**src/rtl/axi_id_remap_pkg.sv**
```systemverilog
// axi_id_remap_pkg: widths, table depth, counter limit and slot record shared by
// the AXI ID remapper. Optional feature macro: AXI_ID_REMAP_ERR_EN.
package axi_id_remap_pkg;

    localparam int unsigned IN_ID_W  = 32'd10;
    localparam int unsigned OUT_ID_W = 32'd3;
    localparam int unsigned CNT_W    = 32'd4;

    // One slot per downstream ID value
    localparam int unsigned DEPTH = 32'd1 << OUT_ID_W;

    localparam logic [CNT_W-1:0] CNT_MAX  = {CNT_W{1'b1}};
    localparam logic [CNT_W-1:0] CNT_ONE  = {{(CNT_W-1){1'b0}}, 1'b1};
    localparam logic [CNT_W-1:0] CNT_ZERO = {CNT_W{1'b0}};

    typedef logic [OUT_ID_W-1:0] slot_idx_t;

    typedef struct packed {
        logic               valid;
        logic [IN_ID_W-1:0] id;
        logic [CNT_W-1:0]   cnt;
    } slot_t;

    localparam slot_t SLOT_IDLE = '{valid: 1'b0, id: {IN_ID_W{1'b0}}, cnt: {CNT_W{1'b0}}};

    // Loop index to slot index
    function automatic slot_idx_t to_idx(input int unsigned i);
        return slot_idx_t'(i);
    endfunction

endpackage

```
**src/rtl/axi_id_remap_chan.sv**
```systemverilog
// axi_id_remap_chan: one remap table (read or write). Looks up the presented
// upstream ID, grants/allocates a slot, counts outstanding transactions per slot
// and frees the slot on its last completion. Optional: AXI_ID_REMAP_ERR_EN adds
// the completion-to-free-slot indication.
module axi_id_remap_chan
    import axi_id_remap_pkg::*;
(
    input  logic                clk,
    input  logic                rst,
    input  logic                req_valid,
    output logic                req_ready,
    input  logic [IN_ID_W-1:0]  req_id,
    output logic                dn_valid,
    input  logic                dn_ready,
    output logic [OUT_ID_W-1:0] dn_id,
    input  logic                cpl_fire,
    input  logic [OUT_ID_W-1:0] cpl_slot,
    output logic [IN_ID_W-1:0]  rsp_id,
`ifdef AXI_ID_REMAP_ERR_EN
    output logic                unmapped,
`endif
    output logic                full
);

    slot_t            slot_r     [DEPTH];
    slot_t            slot_nxt_s [DEPTH];
    logic             hit_s;
    logic             free_found_s;
    logic             take_free_s;
    logic             grant_s;
    logic             alloc_fire_s;
    slot_idx_t        hit_idx_s;
    slot_idx_t        free_idx_s;
    slot_idx_t        alloc_idx_s;
    logic [DEPTH-1:0] valid_vec_s;
    logic [DEPTH-1:0] inc_vec_s;
    logic [DEPTH-1:0] dec_vec_s;

    // Lookup: matching valid slot, and lowest-index free slot
    always_comb begin
        hit_s        = 1'b0;
        hit_idx_s    = {OUT_ID_W{1'b0}};
        free_found_s = 1'b0;
        free_idx_s   = {OUT_ID_W{1'b0}};
        take_free_s  = 1'b0;
        valid_vec_s  = {DEPTH{1'b0}};
        for (int unsigned i = 32'd0; i < DEPTH; i++) begin
            valid_vec_s[i] = slot_r[i].valid;
            if (slot_r[i].valid && (slot_r[i].id == req_id)) begin
                hit_s     = 1'b1;
                hit_idx_s = to_idx(i);
            end else begin
                hit_s     = hit_s;
            end
            take_free_s  = !slot_r[i].valid && !free_found_s;
            free_idx_s   = take_free_s ? to_idx(i) : free_idx_s;
            free_found_s = free_found_s | take_free_s;
        end
    end

    // Grant and pass-through handshake; grant depends only on table state and ID
    always_comb begin
        grant_s      = hit_s ? (slot_r[hit_idx_s].cnt != CNT_MAX) : free_found_s;
        alloc_idx_s  = hit_s ? hit_idx_s : free_idx_s;
        dn_valid     = req_valid & grant_s;
        req_ready    = dn_ready & grant_s;
        dn_id        = alloc_idx_s;
        alloc_fire_s = req_valid & dn_ready & grant_s;
        rsp_id       = slot_r[cpl_slot].id;
        full         = &valid_vec_s;
    end

    // Per-slot increment/decrement requests; a completion on a count-0 slot is ignored
    always_comb begin
        inc_vec_s = {DEPTH{1'b0}};
        dec_vec_s = {DEPTH{1'b0}};
        for (int unsigned i = 32'd0; i < DEPTH; i++) begin
            inc_vec_s[i] = alloc_fire_s && (alloc_idx_s == to_idx(i));
            dec_vec_s[i] = cpl_fire && (cpl_slot == to_idx(i)) && (slot_r[i].cnt != CNT_ZERO);
        end
    end

    // Next table state; same-slot allocate and free cancel out and keep the slot live
    always_comb begin
        for (int unsigned i = 32'd0; i < DEPTH; i++) begin
            slot_nxt_s[i] = slot_r[i];
            case ({inc_vec_s[i], dec_vec_s[i]})
                2'b10: begin
                    if (slot_r[i].valid) begin
                        slot_nxt_s[i].cnt = slot_r[i].cnt + CNT_ONE;
                    end else begin
                        slot_nxt_s[i].valid = 1'b1;
                        slot_nxt_s[i].id    = req_id;
                        slot_nxt_s[i].cnt   = CNT_ONE;
                    end
                end
                2'b01: begin
                    slot_nxt_s[i].cnt   = slot_r[i].cnt - CNT_ONE;
                    slot_nxt_s[i].valid = (slot_r[i].cnt != CNT_ONE);
                end
                2'b11: slot_nxt_s[i] = slot_r[i];
                2'b00: slot_nxt_s[i] = slot_r[i];
                default: slot_nxt_s[i] = slot_r[i];
            endcase
        end
    end

`ifdef AXI_ID_REMAP_ERR_EN
    // Completion addressed to a slot with nothing outstanding
    always_comb begin
        unmapped = cpl_fire & ~slot_r[cpl_slot].valid;
    end
`endif

    // Table state register
    always_ff @(posedge clk or posedge rst) begin
        if (rst) begin
            for (int unsigned i = 32'd0; i < DEPTH; i++) begin
                slot_r[i] <= SLOT_IDLE;
            end
        end else begin
            slot_r <= slot_nxt_s;
        end
    end

endmodule

```
**src/rtl/axi_id_remap_table.sv**
```systemverilog
// axi_id_remap_table: maps wide upstream AXI IDs onto 2**OUT_ID_WIDTH downstream
// slots per direction, restores IDs on R/B and back-pressures AR/AW when no slot
// is available. Optional macro AXI_ID_REMAP_ERR_EN enables the sticky
// err_unmapped flag; without it err_unmapped is tied low.
module axi_id_remap_table
    import axi_id_remap_pkg::*;
#(
    parameter int unsigned IN_ID_WIDTH  = IN_ID_W,
    parameter int unsigned OUT_ID_WIDTH = OUT_ID_W,
    parameter int unsigned CNT_WIDTH    = CNT_W
) (
    input  logic                    clk,
    input  logic                    rst,
    input  logic                    s_arvalid,
    output logic                    s_arready,
    input  logic [IN_ID_WIDTH-1:0]  s_arid,
    output logic                    m_arvalid,
    input  logic                    m_arready,
    output logic [OUT_ID_WIDTH-1:0] m_arid,
    input  logic                    s_awvalid,
    output logic                    s_awready,
    input  logic [IN_ID_WIDTH-1:0]  s_awid,
    output logic                    m_awvalid,
    input  logic                    m_awready,
    output logic [OUT_ID_WIDTH-1:0] m_awid,
    input  logic                    rvalid,
    input  logic                    rready,
    input  logic                    rlast,
    input  logic [OUT_ID_WIDTH-1:0] m_rid,
    output logic [IN_ID_WIDTH-1:0]  s_rid,
    input  logic                    bvalid,
    input  logic                    bready,
    input  logic [OUT_ID_WIDTH-1:0] m_bid,
    output logic [IN_ID_WIDTH-1:0]  s_bid,
    output logic                    rd_full,
    output logic                    wr_full,
    output logic                    err_unmapped
);

    // The slot record lives in the package, so the widths are fixed there;
    // a mismatching override stops elaboration on a missing module.
    localparam bit CFG_OK = (IN_ID_WIDTH == IN_ID_W) && (OUT_ID_WIDTH == OUT_ID_W) &&
                            (CNT_WIDTH == CNT_W);

    generate
        if (!CFG_OK) begin : g_cfg_mismatch
            axi_id_remap_widths_must_match_pkg u_stop ();
        end
    endgenerate

    logic r_cpl_s;
    logic b_cpl_s;
`ifdef AXI_ID_REMAP_ERR_EN
    logic rd_unmapped_s;
    logic wr_unmapped_s;
    logic err_r;
`endif

    // Completion strobes: last R beat, or any B beat
    always_comb begin
        r_cpl_s = rvalid & rready & rlast;
        b_cpl_s = bvalid & bready;
    end

    axi_id_remap_chan u_rd (
        .clk       (clk),
        .rst       (rst),
        .req_valid (s_arvalid),
        .req_ready (s_arready),
        .req_id    (s_arid),
        .dn_valid  (m_arvalid),
        .dn_ready  (m_arready),
        .dn_id     (m_arid),
        .cpl_fire  (r_cpl_s),
        .cpl_slot  (m_rid),
        .rsp_id    (s_rid),
`ifdef AXI_ID_REMAP_ERR_EN
        .unmapped  (rd_unmapped_s),
`endif
        .full      (rd_full)
    );

    axi_id_remap_chan u_wr (
        .clk       (clk),
        .rst       (rst),
        .req_valid (s_awvalid),
        .req_ready (s_awready),
        .req_id    (s_awid),
        .dn_valid  (m_awvalid),
        .dn_ready  (m_awready),
        .dn_id     (m_awid),
        .cpl_fire  (b_cpl_s),
        .cpl_slot  (m_bid),
        .rsp_id    (s_bid),
`ifdef AXI_ID_REMAP_ERR_EN
        .unmapped  (wr_unmapped_s),
`endif
        .full      (wr_full)
    );

`ifdef AXI_ID_REMAP_ERR_EN
    // Sticky error: set by any completion to a free slot, cleared only by reset
    always_ff @(posedge clk or posedge rst) begin
        if (rst) begin
            err_r <= 1'b0;
        end else if (rd_unmapped_s || wr_unmapped_s) begin
            err_r <= 1'b1;
        end else begin
            err_r <= err_r;
        end
    end

    assign err_unmapped = err_r;
`else
    assign err_unmapped = 1'b0;
`endif

endmodule

```
**config.mk**
```make
export PLATFORM = sky130hd
export DESIGN_NAME = axi_id_remap_table
export DESIGN_NICKNAME = d
export VERILOG_FILES = /design/src/rtl/axi_id_remap_pkg.sv /design/src/rtl/axi_id_remap_chan.sv /design/src/rtl/axi_id_remap_table.sv
export SDC_FILE = /design/constraint.sdc
export NUM_CORES = 1
export LEC_CHECK = 0
export ABC_CLOCK_PERIOD_IN_PS = 9310
export CAP_MARGIN = 15
export CORE_ASPECT_RATIO = 1.25
export CORE_MARGIN = 2
export CORE_UTILIZATION = 62
export DETAILED_ROUTE_END_ITERATION = 16
export PLACE_DENSITY = 0.89
export SYNTH_ARGS = -nofsm -noshare
export SYNTH_HDL_FRONTEND = slang
export SYNTH_SLANG_ARGS = --single-unit
```
**constraint.sdc**
```tcl
create_clock -name clk -period 9.31 [get_ports clk]
set_clock_uncertainty 0.1 [all_clocks]
set_input_delay 1.862 -clock clk [delete_from_list [all_inputs] [get_ports clk]]
set_output_delay 1.862 -clock clk [all_outputs]
set_load 0.05 [all_outputs]
```
==> qor.yml <==
routing:
  drt_wl_total_microns: 43100
  wl_per_cell_microns: 22.1
  drtIter0Drc: 1016
  drtAntennaViolNets: 0
  via_count: 12900
  drc: 0
  viasPerCell: 6.61
  drt_pass1_iterations: 5
synth:
  ys_warn_count: 0
  syn_avg_cell_area_sq_um: 10.3
  syn-num-nets: 1689
  synth_top_area_share_pct: 37.1
  synth.area.top_cells: "dfrtp_1 (37%), mux2_2 (13%), xnor2_1 (8.1%)"
  synthCells: 1572
  synth_edf_count: 0
  ys_seq_area_share_pct: 37.1
  synthFlopType: "dfrtp_1"
  synthDistinctLibCells: 66
  synth-seq-cells: 240
  yosys.area.top_type: "dfrtp_1"
  synth-async-reset-ratio_pct: 100
  synth_area_sq_um: 16200
critical_path:
  critPathMaxFanout: 16
  crit_arrival_ns: 5.98
  cpPeakStageDelay_ns: 0.84
  worstSetupStartpointType: "primary input"
  cp_common_cell: "clkdlybuf4s50_1"
  cp_cell_sequence: "clkdlybuf4s50_1 > xnor2_1 > nand4_1 > or3_1 > a21oi_1 > a21boi_1 > a211oi_2 > o21bai_1 > a211oi_1 > clkdlybuf4s50_1"
  slowest_stage: "clkdlybuf4s50_1"
  end_kind: "primary output"
  required_ns: 7.35
  rrSetupSlack_ns: 5.13
  crit_type: "primary input to primary output"
placed_design:
  pre_cts_slack_ns: 1.48
  placed_cells: 1902
  dpl-instance-area_sq_um: 17000
  place.port_buffers: 68
  place.gp.congestion: 0.969
  dp_hpwl_microns: 30300
sta:
  finalMaxSlewViolations: 0
  layout_setup_ws_ns: 1.37
  fin_crit_sh_pct: 85.3
  hold_viol: 0
  grt_setup_unrepaired: "false"
  setup_violations: 0
  max_slew.worst_pin.slew_ns: 0.968
  holdWs_ns: 0.410
  fmax_ghz: 0.126
  post-route-min-period_ns: 7.94
  slew_headroom_pct: 35.5
  setup-tns-final_ns: 0
die:
  start_util_pct: 62.6
  io_pins: 70
  die_area_sq_um: 27400
  core_sq_um: 25800
  chipHeight_microns: 185
  rows: 66
  die_width_microns: 149
clock_tree:
  htreeDepth: 1
  cts_buffers: 26
  cts_num_sinks: 240
  cts_setup_buffers: 0
  clk_latency_ns: 0.55
  clock-root-buffer: "clkbuf_16"
  cts_tree: "yes"
  cts_resized: 0
  hold_buffers: 0
  cts_max_path_buffers: 3
  clk_pin_slew_ns: 0.06
power:
  total_power_mw: 4.33
  seqPwrFrac_pct: 36.2
  power.internal_mw: 2.68
  switching_share_pct: 38.2
  p_per_area_nw_per_um2: 242
  power_frac_clock_pct: 26.6
  power.switching_mw: 1.65
  pwr-share-comb_pct: 37.2
  irDropWorstVdd_mv: 0.186
  power.leakage_nw: 7.82
job:
  drv_cap: 0
outcome:
  status: "complete, no violations"
final_layout:
  final_common_cell: "dfrtp_1"
  final_util_pct: 69.4
  design_area_sq_um: 17900
  mostFrequentLayoutCells: "dfrtp_1 (240), mux2_2 (191), xnor2_1 (150), nor2_1 (93), ha_1 (80)"
  stdcell_count: 1951
  fin_nets: 1708
  drive_above_1_share_pct: 18.7
  area_delta_synth_final_pct: 10.7
  n_fill_cell: 1815
  n_antenna_cell: 0
grt:
  grt_max_degree: 108
  grt_pass1_wl_microns: 68700
  grt_pass1_vias: 13100
  grt-ovfl-total: 0
  grt_usage_pct: 31.8
  antenna_found_initial: 0
hold_path:
  hold_path_class: "register to register"
## flip-flops by register name, indices dropped and copies added (netlist names)
| signal | count |
|---|---|
| u_rd.slot_r | 120 |
| u_wr.slot_r | 120 |
## layout make-up
| class | instances | area (sq um) | area share (%) |
|---|---|---|---|
| well taps | 340 | 425 | 2.37 |
| repair buffers | 77 | 748 | 4.17 |
| multi-input cells | 1167 | 9490 | 53.0 |
| clock buffers | 32 | 734 | 4.10 |
| inverters | 79 | 304 | 1.70 |
| flip-flops and latches | 240 | 6010 | 33.5 |
| clock inverters | 16 | 216 | 1.21 |
## cell usage after synthesis, types with 11 or more instances
cell type and number:
nand3b_1 12, o21ai_0 43, nor3_1 60, nand2_1 78, dfrtp_1 240, mux2_2 191, nor2_1 93, ha_1 80
mux2i_1 19, nor2b_1 35, xnor2_1 150, buf_2 29, nand2b_1 19, a21o_1 13, and3_1 13, clkbuf_1 47
o31ai_1 11, nand4_1 63, or3_1 17, inv_1 79, mux4_2 40, o311ai_0 13, nand3_1 61, a21oi_1 35
## critical path, delay by kind of cell
family | cells | cell delay (ns)
buffers and inverters | 2 | 1.63
XOR/XNOR | 1 | 0.41
AND/OR/NAND/NOR | 2 | 0.83
AO/OA/AOI/OAI | 5 | 1.24
## power by group through the flow
stage	registers, mW	logic (mW)	clock network [mW]
after global placement	1.55	1.51	0
after floorplan	1.46	1.24	0
after global routing	1.60	1.75	1.20
after CTS	1.55	1.59	1.16
after detailed placement	1.56	1.57	0
final	1.57	1.61	1.15
## path summary, 6_finish.rpt
check | end | cells after the start | startpoint
worst min-delay path | u_wr.slot_r[18] | 1 | u_wr.slot_r[18]
min in group asynchronous | u_wr.slot_r[75] | 2 | rst
worst max-delay path | s_awready | 10 | s_awid[5]
max in group asynchronous | u_rd.slot_r[66] | 3 | rst
worst max register to register | u_wr.slot_r[87] | 10 | u_wr.slot_r[44]
worst min register to register | u_wr.slot_r[18] | 1 | u_wr.slot_r[18]
## layer usage
layer  share of wire (%)  GRT usage [%]  vias to the layer above
met2                  50           55.4                      632
met1                  37           37.1                     6343
li1                    -              -                     5698
met5                   0              0                        -
met3                 6.3           4.48                      221
met4                 7.3           19.7                        0
## logic make-up (layout without fill, tap and decap cells)
group,Yosys count,count (layout),share of synthesized area [%]
adder cells (fa/ha/maj),80,80,6.18
AND/OR/NAND/NOR,491,491,15.8
AO/OA/AOI/OAI,185,185,7.97
XOR/XNOR,160,160,8.65
buffers and inverters,165,204,4.28
other,1,1,0.0232
flip-flops,240,240,37.1
multiplexers,250,250,20.0
No activity file was read; power rests on OpenSTA's default activity.
